File: src/rtl/pmod_pattern_gen.sv
// pmod_pattern_gen: programmable-rate pattern generator for PMOD pins.
// A prescaler produces a one-cycle tick every max(div_val,1) enabled cycles;
// each tick advances the selected pattern (binary count, walking one, bounce).
// PWM mode instead compares a free-running en-gated counter against duty.
// Optional build macro PMOD_PATTERN_GRAY_EN: COUNT mode outputs Gray code.
module pmod_pattern_gen #(
  parameter int OUT_W = 4,
  parameter int DIV_W = 24,
  parameter int PWM_W = 8
) (
  input  logic             clk,
  input  logic             rst_n,
  input  logic             en,
  input  logic [1:0]       mode,
  input  logic [DIV_W-1:0] div_val,
  input  logic [PWM_W-1:0] duty,
  output logic [OUT_W-1:0] pmod_out,
  output logic             tick
);

  localparam logic [1:0] MODE_COUNT  = 2'd0;
  localparam logic [1:0] MODE_WALK   = 2'd1;
  localparam logic [1:0] MODE_BOUNCE = 2'd2;
  localparam logic [1:0] MODE_PWM    = 2'd3;

  localparam logic DIR_LEFT  = 1'b0;
  localparam logic DIR_RIGHT = 1'b1;

  logic [DIV_W-1:0] pre_cnt_reg;
  logic [PWM_W-1:0] pwm_cnt_reg;
  logic [OUT_W-1:0] pattern_reg;
  logic [1:0]       mode_reg;
  logic             dir_reg;

  logic [DIV_W-1:0] div_eff;
  logic             term;
  logic [OUT_W-1:0] step_pattern;
  logic             step_dir;
  logic [OUT_W-1:0] pattern_next;
  logic             dir_next;
  logic [OUT_W-1:0] count_view;
  logic             pwm_level;
  logic [OUT_W-1:0] pwm_bits;
  logic [OUT_W-1:0] out_next;

  // Starting pattern for a mode: one-hot bit0 for the moving-dot modes, else 0.
  function automatic logic [OUT_W-1:0] init_pattern(input logic [1:0] m);
    if (m == MODE_WALK || m == MODE_BOUNCE) begin
      return OUT_W'(1);
    end
    return '0;
  endfunction

  // A divisor of 0 behaves as 1; >= compare keeps a mid-count shrink safe.
  assign div_eff = (div_val == '0) ? DIV_W'(1) : div_val;
  assign term    = en && (pre_cnt_reg >= (div_eff - DIV_W'(1)));

  assign pwm_level = (pwm_cnt_reg < duty);

  // Every PMOD bit carries the same PWM level.
  generate
    for (genvar gi = 0; gi < OUT_W; gi++) begin : g_pwm_bits
      assign pwm_bits[gi] = pwm_level;
    end
  endgenerate

  // Next pattern value for one tick in the current mode.
  always_comb begin
    step_pattern = pattern_reg;
    step_dir     = dir_reg;
    case (mode_reg)
      MODE_COUNT: step_pattern = pattern_reg + OUT_W'(1);
      MODE_WALK:  step_pattern = (pattern_reg << 1) | (pattern_reg >> (OUT_W - 1));
      MODE_BOUNCE: begin
        if (OUT_W == 1) begin
          step_pattern = OUT_W'(1);
        end else if (dir_reg == DIR_LEFT) begin
          if (pattern_reg[OUT_W-1]) begin
            step_pattern = pattern_reg >> 1;
            step_dir     = DIR_RIGHT;
          end else begin
            step_pattern = pattern_reg << 1;
          end
        end else begin
          if (pattern_reg[0]) begin
            step_pattern = pattern_reg << 1;
            step_dir     = DIR_LEFT;
          end else begin
            step_pattern = pattern_reg >> 1;
          end
        end
      end
      default: step_pattern = pattern_reg;
    endcase
  end

  // Pattern after this edge, and the value presented on the pins for it.
  always_comb begin
    pattern_next = term ? step_pattern : pattern_reg;
    dir_next     = term ? step_dir : dir_reg;
`ifdef PMOD_PATTERN_GRAY_EN
    count_view   = pattern_next ^ (pattern_next >> 1);
`else
    count_view   = pattern_next;
`endif
    case (mode_reg)
      MODE_COUNT: out_next = count_view;
      MODE_PWM:   out_next = pwm_bits;
      default:    out_next = pattern_next;
    endcase
  end

  // State update: reset, then mode change, then enabled prescaler/pattern.
  always_ff @(posedge clk) begin
    if (!rst_n) begin
      pre_cnt_reg <= '0;
      pwm_cnt_reg <= '0;
      tick        <= 1'b0;
      pmod_out    <= '0;
      dir_reg     <= DIR_LEFT;
      mode_reg    <= mode;
      pattern_reg <= init_pattern(mode);
    end else if (mode != mode_reg) begin
      pre_cnt_reg <= '0;
      pwm_cnt_reg <= '0;
      tick        <= 1'b0;
      dir_reg     <= DIR_LEFT;
      mode_reg    <= mode;
      pattern_reg <= init_pattern(mode);
      pmod_out    <= init_pattern(mode);
    end else if (en) begin
      pwm_cnt_reg <= pwm_cnt_reg + PWM_W'(1);
      pattern_reg <= pattern_next;
      dir_reg     <= dir_next;
      pmod_out    <= out_next;
      if (term) begin
        pre_cnt_reg <= '0;
        tick        <= 1'b1;
      end else begin
        pre_cnt_reg <= pre_cnt_reg + DIV_W'(1);
        tick        <= 1'b0;
      end
    end else begin
      tick <= 1'b0;
    end
  end

endmodule

File: config.mk
export PLATFORM = sky130hd
export DESIGN_NAME = pmod_pattern_gen
export DESIGN_NICKNAME = d
export VERILOG_FILES = /design/src/rtl/pmod_pattern_gen.sv
export SDC_FILE = /design/constraint.sdc
export NUM_CORES = 1
export LEC_CHECK = 0
export BUFFER_PORTS_ARGS = -buffer_cell sky130_fd_sc_hd__clkbuf_2
export CAP_MARGIN = 20
export CORE_ASPECT_RATIO = 1.75
export CORE_UTILIZATION = 59
export DETAILED_ROUTE_END_ITERATION = 16
export GPL_TIMING_DRIVEN = 0
export PLACE_DENSITY = 0.9
export SLEW_MARGIN = 20
export SYNTH_ARGS = -nofsm -noshare
export SYNTH_HDL_FRONTEND = slang
export SYNTH_SLANG_ARGS = --single-unit
File: constraint.sdc
create_clock -name clk -period 4.1 [get_ports clk]
set_input_delay 0.41 -clock clk [delete_from_list [all_inputs] [get_ports clk]]
set_output_delay 0.41 -clock clk [all_outputs]
set_load 0.02 [all_outputs]
==> reports/results.ini <==
[status]
outcome=finished clean

[yosys]
avgSynthCellArea_um2=8.286
synth_area_leaders=dfxtp_1 22%, ha_1 13%, xor2_1 6.7%
synthArstFlopShare_pct=0
synth_seq_cells=44
synth-seq-area-share_pct=26.66
synthDominantCellAreaShare_pct=21.55
syn_area_mm2=0.003530
yosysTopAreaCell=dfxtp_1
yosys.cell_types.count=61
synth_fp_nets=499
synth_ff_type=dfxtp_1
syn_inst=426
yosysWarnings=0
synth_edf_count=6

[setup_path]
critPathMaxFanout=10
reg2reg_depth=8
criticalPathCategory=in -> reg
reg2reg_to=pattern_reg[2]
cp-start-kind=input pin
rrSetupSlack_ps=1690
r2r-start=pre_cnt_reg[2]
worstPathRequired_ps=4230
worstPathArrival_ps=4090
end_kind=flop

[die]
dieArea_mm2=0.006308
die_h_um=104.3
rows=36
die_w_um=60.47
top_level_ports=42
core_area_mm2=0.005675
start_util_pct=62.19

[final_layout]
diodes=0
drive_gt1_share_pct=18.46
syn2layout_area_growth_pct=14.21
multi_input_area_mm2=0.002512
largest_reg_flops=24
finalInstanceArea_mm2=0.004031
layout.nets=554
n_fill_cell=468
ff_latch_area_um2=940.9

[power_and_ir_drop]
p_int_mw=0.6355
comb_power_share_pct=19.6
p_leak_nw=1.580
seq_power_share_pct=50.1
p_per_area_mw_per_mm2=225.4
power_switching_mw=0.2731
peakVddDrop_uv=111.6
pwr-share-clk_pct=30.3
p_sw_share_pct=30.06

[min_path]
hp-class=in -> reg
worst_hold_startpoint=mode[1]
hold_end=mode_reg[1]
holdPathStages=1

[timing]
tightest_slew_ps=575.5
period_share_pct=96.56
fin_skew_ps=12.18
fmax_mhz=252.6
tns_ps=0
slew_violations=0
post-route-min-period_ps=3959
setup_violations=0
hold_viol=0
slew_headroom_pct=61.43

[route]
drc=0
wl_met2_mm=4.528
postRouteAntennaNets=0
route.vias.total=3335
wl_mm=8.318
routedWlPerCell_um=14.91
avgViaCountPerCell=5.977
firstDrtPassIters=4
top_layer=met4
wl_met1_mm=3.219
wl_met3_um=186
drt_iter0_markers=150

[placement]
hpwl_mm=6.317
place.gp.congestion=0.9297
numPortBuffers=41
placed_area_mm2=0.003830

[clock_network]
clkTransAtPathRegs_ps=80
insertion_delay_ps=310
cts_buffers=5
htree_levels=2
cts_tree=yes
cts_sinks=44
root_buffer=clkbuf_8
cts.path.max_buffers=2
cts_hold_buf=0

[global_route]
grt_max_degree=15
grt_pass1_wl_mm=13.77
antenna_found_initial=0
grt_pass1_vias=3198
grt_usage_pct=27.60
grt_overflow=0

[run]
max-cap-violations=0

## layout by cell type (no fill, tap or decap), types with 5 or more instances in the layout
master,synthesis,routed
edfxtp_1,6,6
dfxtp_1,38,38
mux2i_1,5,5
nand2_1,43,43
xnor2_1,23,23
clkbuf_1,8,8
o21ai_0,14,14
xor2_1,27,27
inv_1,14,14
nor2_1,35,34
clkbuf_8,0,5
a21oi_1,14,14
nand3_1,14,12
o211ai_1,6,6
buf_4,1,9
nand4_1,15,15
and3_1,5,5
nor3_1,35,33
a211oi_1,6,6
nand2b_1,6,6
ha_1,36,35
nor4_1,7,6
clkbuf_2,0,42
## layout make-up
class                   instances  share of cell area (%)
repair buffers                 48                   6.394
well taps                      76                   2.359
plain buffers                  15                   2.048
multi-input cells             352                   62.32
clock inverters                 2                  0.2793
clock buffers                   6                   1.800
flip-flops and latches         44                   23.34
inverters                      15                   1.459
## through the flow
step           worst slack, ps  hold slack [ps]  total power [mW]  util [%]  std cells
5_1_grt                 -89.55            311.6            0.9437     71.03        558
2_1_floorplan            276.8            475.8            0.5763         -        426
4_1_cts                  45.23            310.6            0.8989     70.24        555
3_3_place_gp            -510.1            488.7            0.6296     67.48        543
6_report                 140.9            312.0            0.9086     71.03        558
3_5_place_dp            -632.9            492.5            0.6362     67.48        543
## how the worst max path moves through the flow
stage	start	to	slack [ps]
after floorplan	div_val[13]	pmod_out[3]	280
after global placement	div_val[13]	pre_cnt_reg[15]	-510
after detailed placement	div_val[13]	pre_cnt_reg[19]	-630
after CTS	div_val[13]	pmod_out[3]	50
after global routing	div_val[13]	pattern_reg[2]	-90
final	div_val[13]	pattern_reg[2]	140
## logic make-up (layout without fill, tap and decap cells)
kind of cell             Yosys count  in the layout  synth area share [%]
AO/OA/AOI/OAI                     75             75                 15.00
XOR/XNOR                          50             50                 12.41
adder cells (fa/ha/maj)           36             36                 12.76
buffers and inverters             30             86                 3.899
flip-flops                        44             44                 26.66
multiplexers                       5              5                 1.418
AND/OR/NAND/NOR                  186            186                 27.86
## layer usage
metal | GRT usage [%] | vias to the layer above
li1 | - | 1675
met1 | 28.65 | 1546
met2 | 50.94 | 82
met3 | 2.363 | 32
met4 | 14.77 | 0
met5 | 0 | -
## power groups by stage
stage / clock network, mW / logic (mW) / registers [mW]
2_1_floorplan: 0 / 0.111 / 0.466
3_3_place_gp: 0 / 0.165 / 0.465
3_5_place_dp: 0 / 0.171 / 0.465
4_1_cts: 0.270 / 0.174 / 0.455
5_1_grt: 0.288 / 0.200 / 0.456
6_report: 0.275 / 0.178 / 0.455
## cells in the mapped netlist (4+ instances only)
cell / count
edfxtp_1: 6
o211ai_1: 6
inv_1: 14
nand2_1: 43
clkbuf_1: 8
ha_1: 36
a211oi_1: 6
nand3_1: 14
xor2_1: 27
nor2b_1: 4
xnor2_1: 23
nor4_1: 7
nand2b_1: 6
nand4_1: 15
dfxtp_1: 38
mux2i_1: 5
nor2_1: 35
and3_1: 5
nor3_1: 35
a21oi_1: 14
and4_1: 4
o21ai_0: 14
## critical path: stages
cell	delay [ps]
clkbuf_2	120
or4_4	590
nor4_4	240
nand2_2	140
nor2_2	150
nor2_1	90
ha_2	220
nand3_4	100
nor2_1	80
nand2_1	70
xor2_1	170
ha_1	260
nand4_1	140
nor3_2	80
a221oi_2	330
o21a_1	230
buf_4	200
a21o_1	190
mux2i_1	260
## repair_timing
action	in CTS	in global routing
setup endpoints to repair	32	30
endpoints found under the hold margin	0	0
setup buffers	4	3
pin swaps	3	5
gates resized for setup	9	4
(Power assumes the default switching activity.)
